`config.mk`:
```
export PLATFORM = sky130hd
export DESIGN_NAME = divider_seq
export DESIGN_NICKNAME = d
export VERILOG_FILES = /design/src/rtl/divider_seq.sv
export SDC_FILE = /design/constraint.sdc
export NUM_CORES = 1
export LEC_CHECK = 0
export BUFFER_PORTS_ARGS = -buffer_cell sky130_fd_sc_hd__clkbuf_2
export CELL_PAD_IN_SITES_DETAIL_PLACEMENT = 1
export CELL_PAD_IN_SITES_GLOBAL_PLACEMENT = 1
export CORE_ASPECT_RATIO = 0.9
export CORE_MARGIN = 2
export CORE_UTILIZATION = 35
export CTS_CLUSTER_SIZE = 24
export DETAILED_ROUTE_END_ITERATION = 6
export MAX_ROUTING_LAYER = met4
export PLACE_DENSITY = 0.68
export RECOVER_POWER = 100
export SLEW_MARGIN = 25
export SYNTH_ARGS = -nofsm -noshare
export SYNTH_HDL_FRONTEND = slang
export SYNTH_SLANG_ARGS = --single-unit
```
`constraint.sdc`:
```
create_clock -name CLK -period 3.5 [get_ports CLK]
set_input_delay 0.175 -clock CLK [delete_from_list [all_inputs] [get_ports CLK]]
set_output_delay 0.175 -clock CLK [all_outputs]
set_load 0.005 [all_outputs]
```
`src/rtl/divider_seq.sv`:
```
// ----------------------------------------------------------------------------
// divider_seq
//   Sequential radix-2 restoring integer divider. Produces Q = A / B and
//   R = A % B, one quotient bit per clock, behind a start/done handshake.
//   Operand width follows the array multiplier: all operands are bw bits,
//   numbered [bw:1] on the ports.
//
//   Optional feature macro: SIGNED_DIV_EN
//     defined   - A and B are two's complement; magnitudes go through the
//                 unsigned core and the result signs are fixed on write-back
//                 (truncation toward zero, R takes the sign of A).
//     undefined - purely unsigned; no sign logic is built.
//
//   Timing: the accept edge loads the operands, then bw RUN edges each
//   resolve one quotient bit. The last RUN edge writes Q/R and raises done,
//   so done is visible bw edges after the accept edge. A zero divisor skips
//   the iterations and finishes on the first RUN edge.
// ----------------------------------------------------------------------------
module divider_seq #(
    parameter int bw = 16
) (
    input  logic          CLK,
    input  logic          RESETn,
    input  logic          start,
    input  logic [bw:1]   A,
    input  logic [bw:1]   B,
    output logic          busy,
    output logic          done,
    output logic [bw:1]   Q,
    output logic [bw:1]   R,
    output logic          div_by_zero
);

    // Counter only needs to reach bw-1; one spare bit keeps bw a power of two safe.
    localparam int            CW       = $clog2(bw + 1);
    localparam logic [CW-1:0] LAST_CNT = CW'(bw - 1);

    typedef enum logic [1:0] {
        S_IDLE = 2'd0,
        S_RUN  = 2'd1,
        S_DONE = 2'd2
    } state_t;

    // ------------------------------------------------------------------
    // Registers
    // ------------------------------------------------------------------
    state_t          r_state;
    logic [bw-1:0]   r_dividend;   // dividend shifts out MSB-first; quotient bits shift in at LSB
    logic [bw-1:0]   r_divisor;
    logic [bw-1:0]   r_rem;        // partial remainder; always < divisor between iterations
    logic [CW-1:0]   r_cnt;
    logic            r_zero;       // divisor was zero at accept: skip the iterations
    logic            r_busy;
    logic            r_done;
    logic [bw-1:0]   r_q;
    logic [bw-1:0]   r_r;
    logic            r_dz;
`ifdef SIGNED_DIV_EN
    logic            r_neg_q;      // operand signs differ: negate quotient
    logic            r_neg_r;      // dividend negative: negate remainder
`endif

    // ------------------------------------------------------------------
    // Operand conditioning at the accept edge
    // ------------------------------------------------------------------
    logic            w_b_zero;
    logic [bw-1:0]   w_a_load;
    logic [bw-1:0]   w_b_load;

    assign w_b_zero = (B == '0);

`ifdef SIGNED_DIV_EN
    logic [bw-1:0]   w_a_mag;
    logic [bw-1:0]   w_b_mag;

    // -(-2^(bw-1)) wraps to itself, which is the correct unsigned magnitude.
    assign w_a_mag  = A[bw] ? -A : A;
    assign w_b_mag  = B[bw] ? -B : B;
    // A zero divisor returns A untouched as the remainder, so keep it raw.
    assign w_a_load = w_b_zero ? A : w_a_mag;
    assign w_b_load = w_b_mag;
`else
    assign w_a_load = A;
    assign w_b_load = B;
`endif

    // ------------------------------------------------------------------
    // One restoring iteration
    // ------------------------------------------------------------------
    logic [bw:0]     w_rem_shift;
    logic [bw:0]     w_trial;
    logic            w_q_bit;
    logic [bw-1:0]   w_rem_next;
    logic [bw-1:0]   w_quot_next;

    // Bring the next dividend bit into the partial remainder.
    assign w_rem_shift = {r_rem, r_dividend[bw-1]};
    // Trial subtraction; a clear sign bit means the divisor fits.
    assign w_trial     = w_rem_shift - {1'b0, r_divisor};
    assign w_q_bit     = ~w_trial[bw];
    // Restore on a negative trial. The kept value is < divisor, so bw bits suffice.
    assign w_rem_next  = w_q_bit ? w_trial[bw-1:0] : w_rem_shift[bw-1:0];
    assign w_quot_next = {r_dividend[bw-2:0], w_q_bit};

    // ------------------------------------------------------------------
    // Result sign fix-up, applied only when Q/R are written
    // ------------------------------------------------------------------
    logic [bw-1:0]   w_q_final;
    logic [bw-1:0]   w_r_final;

`ifdef SIGNED_DIV_EN
    // The -2^(bw-1) / -1 overflow lands on 0x8000 naturally: magnitude 2^(bw-1), no negation.
    assign w_q_final = r_neg_q ? -w_quot_next : w_quot_next;
    assign w_r_final = r_neg_r ? -w_rem_next  : w_rem_next;
`else
    assign w_q_final = w_quot_next;
    assign w_r_final = w_rem_next;
`endif

    // ------------------------------------------------------------------
    // Control FSM and datapath: accept, iterate, publish result
    // ------------------------------------------------------------------
    // NOTE: every register here uses <= so all of them see the pre-edge
    // values of each other; a blocking = would let r_dividend's new value
    // leak into w_q_bit within the same edge.
    always_ff @(posedge CLK or negedge RESETn) begin
        if (!RESETn) begin
            r_state    <= S_IDLE;
            r_dividend <= '0;
            r_divisor  <= '0;
            r_rem      <= '0;
            r_cnt      <= '0;
            r_zero     <= 1'b0;
            r_busy     <= 1'b0;
            r_done     <= 1'b0;
            r_q        <= '0;
            r_r        <= '0;
            r_dz       <= 1'b0;
`ifdef SIGNED_DIV_EN
            r_neg_q    <= 1'b0;
            r_neg_r    <= 1'b0;
`endif
        end else begin
            unique case (r_state)
                // IDLE and DONE both accept a new request; DONE with start
                // goes straight back to RUN so back-to-back ops have no bubble.
                S_IDLE, S_DONE: begin
                    r_done <= 1'b0;
                    if (start) begin
                        r_dividend <= w_a_load;
                        r_divisor  <= w_b_load;
                        r_rem      <= '0;
                        r_cnt      <= '0;
                        r_zero     <= w_b_zero;
                        r_busy     <= 1'b1;
`ifdef SIGNED_DIV_EN
                        r_neg_q    <= A[bw] ^ B[bw];
                        r_neg_r    <= A[bw];
`endif
                        r_state    <= S_RUN;
                    end else begin
                        r_state    <= S_IDLE;
                    end
                end

                // start is not looked at here: requests while busy are dropped.
                S_RUN: begin
                    if (r_zero) begin
                        r_q     <= '1;
                        r_r     <= r_dividend;
                        r_dz    <= 1'b1;
                        r_done  <= 1'b1;
                        r_busy  <= 1'b0;
                        r_state <= S_DONE;
                    end else begin
                        r_rem      <= w_rem_next;
                        r_dividend <= w_quot_next;
                        r_cnt      <= r_cnt + CW'(1);
                        if (r_cnt == LAST_CNT) begin
                            r_q     <= w_q_final;
                            r_r     <= w_r_final;
                            r_dz    <= 1'b0;
                            r_done  <= 1'b1;
                            r_busy  <= 1'b0;
                            r_state <= S_DONE;
                        end
                    end
                end

                default: begin
                    r_busy  <= 1'b0;
                    r_done  <= 1'b0;
                    r_state <= S_IDLE;
                end
            endcase
        end
    end

    // ------------------------------------------------------------------
    // Outputs come straight from registers
    // ------------------------------------------------------------------
    assign busy        = r_busy;
    assign done        = r_done;
    assign Q           = r_q;
    assign R           = r_r;
    assign div_by_zero = r_dz;

endmodule

```
==> metrics.md, run 1 <==
| Metric | Value |
|---|---|
| Outcome | finished, violations left |
| Failing checks | capacitance limit, slew limit |
| Largest stage delay on the critical path | 0.53 ns |
| Final core utilization | 41.7% |
| Sequential-to-total area share from yosys stat | 46.8% |
| RSZ-0062 raised after global routing | false |
| Synth warn | 0 |
| Root Buffer | clkbuf_16 |
| # DRC | 0 |
| Layout area overhead | 16.0% |
| Delay-heaviest family, CP | compound AO/OA/AOI/OAI gates |
| Global route overflow | 0 |
| Initial antenna violation count | 0 |
| Placer Congestion | 0.789 |
| Synthesized area per cell | 9.21 µm² |
| Compound-gate portion of the synthesized area | 18.9% |
| Die Footprint | 0.0147 mm² |
| Post-CTS Hold Buffers | 1 |
| Post-synthesis adder-cell area fraction | 5.09% |
| Core area | 0.0134 mm² |
| Filler instances | 1588 |
| Int Pwr | 0.00354 W |
| Largest cells by area after synthesis | dfrtp_1, o21ai_0, nand2_1, mux2i_1, a21oi_1 |
| Seq pwr share | 28.9% |
| Initial Utilization | 35.9% |
| Num ports | 70 |
| Mapped Nets | 577 |
| Nets | 637 |
| DR vias | 4076 |
| Post-synthesis mux area share | 6.08% |
| Largest family of logic cells by synthesized area | compound AO/OA/AOI/OAI gates |
| NetSw | 0.00284 W |
| Critical Path Sink Type | flip-flop |
| Maximum root-to-sink buffer count | 2 |
| Type of the most critical hold path | in2reg |
| Dpl ws | 0.375 ns |
| Worst-path clk slew | 0.06 ns |
| Area share of the leading cell type in the synthesized netlist | 46.8% |
| Peak Freq | 313 MHz |
| Critical path type | reg2reg |
| Tcrit/Tclk final | 91.4% |
| Leak | 2.60 nW |
| Die X | 128 µm |
| Simple-gate share of the synthesized area | 15.7% |
| Worst Path Buf+Inv | 2 |
| Final WL | 13.7 mm |
| Setup Buffers After CTS | 0 |
| Yosys top cell by area | dfrtp_1 |
| Primary FF master, synth | dfrtp_1 |
| Share of layout cells above drive strength 1 | 12.6% |
| Initial DRC count | 209 |
| Max-cap violations | 1 |
| # resized after CTS | 0 |
| Logic pwr share | 54.5% |
| Post-synthesis async set-or-reset flop share | 100% |
| Synthesized instance count | 523 |
| Fin Clk Skew | 0.00734 ns |
| Relative slew slack | -4.03% |
| Total track usage | 19.9% |
| Min cycle time layout | 3.20 ns |
| Fin. Hold Viols | 0 |
| CTS sink cnt | 90 |
| Xor/xnor share of the synthesized area | 3.27% |
| First-pass GRT wire length | 21.8 mm |
| Mapped Area | 0.00482 mm² |
| CTS tree | done |
| Total CTS buffers | 9 |
| Setup TNS | 0 ns |
| Crit path cell chain | inv_1, ha_1, fa_1, nand2b_1, a21oi_1, o211ai_2, o21ai_4, xor2_4, clkbuf_1, mux2i_1, o21ai_0 |
| Largest net degree at the start of global routing | 51 |
| Vias in the first global route | 4198 |
| Dpl hpwl | 9.90 mm |
| Share of power burned in the clock network | 16.5% |
| Final Setup Violations | 0 |
| CP max FO | 14 |
| Final Hold Slack | 0.0451 ns |
| CP max-delay cell | xor2_4 |
| Worst setup margin | 0.303 ns |
| DR vias/cell | 5.39 |
| ANT cells | 0 |
| Die Span Y | 115 µm |
| CP startpoint kind | flip-flop |
| WP data required | 3.69 ns |
| H-tree Lvls | 3 |
| PD cells | 1140 mW/mm² |
| FF+latch count, synth | 90 |
| EDFF count, synth | 0 |
| Sw Share | 44.5% |
| Routed wire per std cell | 18.1 µm |
| Count of cell types in the netlist | 54 |
| Peak supply drop | 0.440 mV |
| IO buf count | 69 |
| Flop-to-flop setup slack | 0.30 ns |
| Worst slew pin tran | 1.56 ns |
| Post-DRT Antenna Nets | 0 |
| Drt pass-1 iters | 4 |
| Clock Latency Late Sink | 0.35 ns |
| Num rows | 40 |
| Most frequent cells after synthesis | dfrtp_1, nand2_1, o21ai_0 |
| Max Slew Vio Count | 28 |
| CP arrival | 3.39 ns |
[power groups by stage]
stage | logic (W) | registers [W] | clock network, W
6_report | 0.00348 | 0.00185 | 0.00106
3_3_place_gp | 0.00346 | 0.00185 | 0
5_1_grt | 0.00393 | 0.00190 | 0.00112
3_5_place_dp | 0.00362 | 0.00187 | 0
4_1_cts | 0.00365 | 0.00185 | 0.00108
2_1_floorplan | 0.00274 | 0.00174 | 0
[cells by family after synthesis]
logic type / Yosys count
xor gates and xnor gates: 15
DFF: 90
adders and majority gates: 19
AOI/OAI and AO/OA: 162
buffers and inverters: 50
and+or+nand+nor: 158
muxes: 29
[state kept, by name, summed over array words and instances (netlist names)]
name and flops:
Q 16, R 16, r_dividend 16, r_divisor 16, r_rem 16, r_cnt 5
r_state 2, busy 1, div_by_zero 1, r_zero 1
[layout by cell type (no fill, tap or decap), drive strengths merged, types with 2 or more instances in the layout]
cell,synthesis,final
a2111oi,2,2
a211oi,2,2
a21boi,2,2
a21o,4,4
a21oi,47,47
a221o,2,2
a31oi,3,3
a32oi,2,2
and2,2,2
and3,3,3
buf,4,3
bufinv,0,2
clkbuf,26,86
clkinv,0,2
dfrtp,90,90
ha,18,18
inv,20,20
mux2,2,2
mux2i,27,27
nand2,90,90
nand2b,10,10
nand3,13,13
nand3b,15,15
nand4,3,3
nor2,9,9
nor2b,3,3
nor4,4,4
o211ai,3,3
o21ai,88,88
o22a,2,2
xnor2,7,7
xor2,8,8
[through the flow]
stage / cell area [µm²] / cells / power, W
finish: 5590 / 756 / 0.00639
global route: 5590 / 756 / 0.00694
CTS: 5660 / 756 / 0.00658
detailed placement: 5330 / 739 / 0.00549
global placement: 5330 / 739 / 0.00531
floorplan: 4820 / 523 / 0.00447
[metal layers]
| layer | vias to the layer above | routed length (µm) | track usage (%) |
|---|---|---|---|
| met5 | - | 0 | - |
| met4 | 0 | 231 | 6.15 |
| met3 | 15 | 433 | 3.86 |
| met2 | 62 | 6800 | 32.3 |
| met1 | 2049 | 6200 | 25.4 |
| li1 | 1950 | - | - |
[tightest hold or removal path: cells and delay by family]
kind | cells | cell delay, ns
AOI/OAI and AO/OA | 1 | 0.06
buffers and inverters | 1 | 0.09
and+or+nand+nor | 1 | 0.04
[layout make-up]
class	instances	area (µm²)	share of cell area, %
clock buffer	11	243	4.34
clock inverter	5	77.6	1.39
inverter	20	75.1	1.34
multi-input combinational	383	2350	42.1
sequential	90	2250	40.3
tap	168	210	3.76
timing repair buffer	79	377	6.74
[path summary, 6_finish.rpt]
check | cells past startpoint | start | end
max | 11 | r_dividend[15] | r_rem[6]
max reg2reg | 11 | r_dividend[15] | r_rem[6]
max in group asynchronous | 3 | RESETn | Q[2]
min in group asynchronous | 2 | RESETn | busy
min reg2reg | 2 | Q[9] | Q[9]
min | 3 | B[12] | r_divisor[11]
Note: power is estimated with default switching activity, not from simulation.
==> run 2: changes to the inputs <==
==> constraint.sdc (replaced) <==
create_clock -name CLK -period 3.5 [get_ports CLK]
set_input_delay 0.7 -clock CLK [delete_from_list [all_inputs] [get_ports CLK]]
set_output_delay 0.7 -clock CLK [all_outputs]
set_load 0.005 [all_outputs]
==> metrics.md, run 2 (synthesis results as in run 1) <==
| Metric | Value |
|---|---|
| Final Setup Violations | 0 (unchanged) |
| Die Footprint | 0.0147 mm² (unchanged) |
| Critical path type | reg2reg (unchanged) |
| Post-CTS Hold Buffers | 0 (was 1) |
| Post-DRT Antenna Nets | 0 (unchanged) |
| CP arrival | 3.33 ns (was 3.39 ns) |
| Leak | 2.58 nW (was 2.60 nW) |
| Placer Congestion | 0.787 (was 0.789) |
| Worst setup margin | 0.355 ns (was 0.303 ns) |
| Root Buffer | clkbuf_16 (unchanged) |
| # resized after CTS | 0 (unchanged) |
| Worst Hold Depth | 2 (was 3) |
| Die X | 128 µm (unchanged) |
| CP startpoint kind | flip-flop (unchanged) |
| Filler instances | 1587 (was 1588) |
| IO buf count | 69 (unchanged) |
| Setup TNS | 0 ns (unchanged) |
| Total track usage | 20.7% (was 19.9%) |
| CTS tree | done (unchanged) |
| Outcome | completed (was finished, violations left) |
| CP max FO | 14 (unchanged) |
| First-pass GRT wire length | 22.8 mm (was 21.8 mm) |
| Fin Clk Skew | 0.00509 ns (was 0.00734 ns) |
| Dpl cells | 739 (unchanged) |
| Core area | 0.0134 mm² (unchanged) |
| Setup Buffers After CTS | 0 (unchanged) |
| Dpl hpwl | 9.97 mm (was 9.90 mm) |
| Layout area overhead | 14.9% (was 16.0%) |
| Final non-filler cell total | 755 (was 756) |
| Max Slew Vio Count | 0 (was 28) |
| Tcrit/Tclk final | 89.9% (was 91.4%) |
| Peak Freq | 318 MHz (was 313 MHz) |
| Clock Latency Late Sink | 0.35 ns (about the same) |
| WP data required | 3.69 ns (about the same) |
| Largest net degree at the start of global routing | 52 (was 51) |
| Routed wire per std cell | 18.4 µm (was 18.1 µm) |
| Type of the most critical hold path | reg2reg (was in2reg) |
| DR vias | 4038 (was 4076) |
| # DRC | 0 (unchanged) |
| Worst-path clk slew | 0.07 ns (was 0.06 ns) |
| Relative slew slack | 11.2% (was -4.03%) |
| CTS sink cnt | 90 (unchanged) |
| Final WL | 13.9 mm (was 13.7 mm) |
| Initial antenna violation count | 0 (unchanged) |
| H-tree Lvls | 3 (unchanged) |
| PD cells | 1130 mW/mm² (was 1140 mW/mm²) |
| Num ports | 70 (unchanged) |
| Global route overflow | 0 (unchanged) |
| Total CTS buffers | 9 (unchanged) |
| Initial DRC count | 213 (was 209) |
| Total Power | 0.00625 W (was 0.00639 W) |
| Fin. Hold Viols | 0 (unchanged) |
| Peak supply drop | 0.553 mV (was 0.440 mV) |
| Drt pass-1 iters | 4 (unchanged) |
| Worst slew pin tran | 1.33 ns (was 1.56 ns) |
| DR vias/cell | 5.35 (was 5.39) |
| Initial Utilization | 35.9% (unchanged) |
| Die Span Y | 115 µm (unchanged) |
| Vias in the first global route | 4434 (was 4198) |
| Commonest non-fill, non-tap cells in the layout | dfrtp_1, nand2_1, o21ai_0 (unchanged) |
| Num rows | 40 (unchanged) |
| Maximum root-to-sink buffer count | 2 (unchanged) |
| Nets | 636 (was 637) |
| RSZ-0062 raised after global routing | false (unchanged) |
| Share of layout cells above drive strength 1 | 13.1% (was 12.6%) |
| Critical Path Sink Type | flip-flop (unchanged) |
| ANT cells | 0 (unchanged) |
| Dpl ws | 0.415 ns (was 0.375 ns) |
| R2R depth | 11 (unchanged) |
| Min cycle time layout | 3.15 ns (was 3.20 ns) |
| Max-cap violations | 0 (was 1) |
==> run 2: per-stage QoR <==
stage,instance area (µm²),utilization [%],hold WS (ns)
2_1_floorplan,4820,-,0.404
3_3_place_gp,5330,39.7,0.451
3_5_place_dp,5330,39.8,0.460
4_1_cts,5610,41.8,0.403
5_1_grt,5530,41.3,0.504
6_report,5530,41.3,0.472
==> run 2: metal layers <==
metal	vias to the layer above	wire [µm]	GRT usage, %
li1	1947	-	-
met1	2026	6360	26.3
met2	52	6820	33.6
met3	13	511	4.28
met4	0	208	6.15
met5	-	0	-
==> run 2: cell type report <==
| type | count | area (µm²) | share of cell area [%] |
|---|---|---|---|
| inverter | 20 | 75.1 | 1.36 |
| tap | 168 | 210 | 3.80 |
| timing repair buffer | 78 | 369 | 6.67 |
| clock inverter | 5 | 30.0 | 0.543 |
| multi-input combinational | 383 | 2350 | 42.6 |
| clock buffer | 11 | 243 | 4.39 |
| sequential | 90 | 2250 | 40.7 |
==> run 2: report_power, final <==
group	internal (W)	switching, W	total (W)
clock network	0.000497	0.000423	0.000920
logic	0.00141	0.00208	0.00349
registers	0.00149	0.000348	0.00184
total	0.00340	0.00285	0.00625
==> run 2: worst paths after layout <==
kind                                      from             to  slack [ns]
worst min register to register           Q[13]          Q[13]        0.47
worst max-delay path            r_dividend[15]      r_rem[13]        0.35
max in group asynchronous               RESETn  r_dividend[9]        1.09
worst min-delay path                     Q[13]          Q[13]        0.47
min in group asynchronous               RESETn       r_rem[0]        0.65
worst max register to register  r_dividend[15]      r_rem[13]        0.35
==> run 2: worst max-delay path: stages (launching register included) <==
cell,delay (ns)
dfrtp_1,0.34
inv_1,0.07
ha_1,0.22
fa_1,0.40
nand2b_1,0.18
a21oi_1,0.21
o211ai_2,0.20
o21ai_4,0.27
xor2_4,0.51
clkbuf_1,0.21
mux2i_1,0.26
o21ai_0,0.10
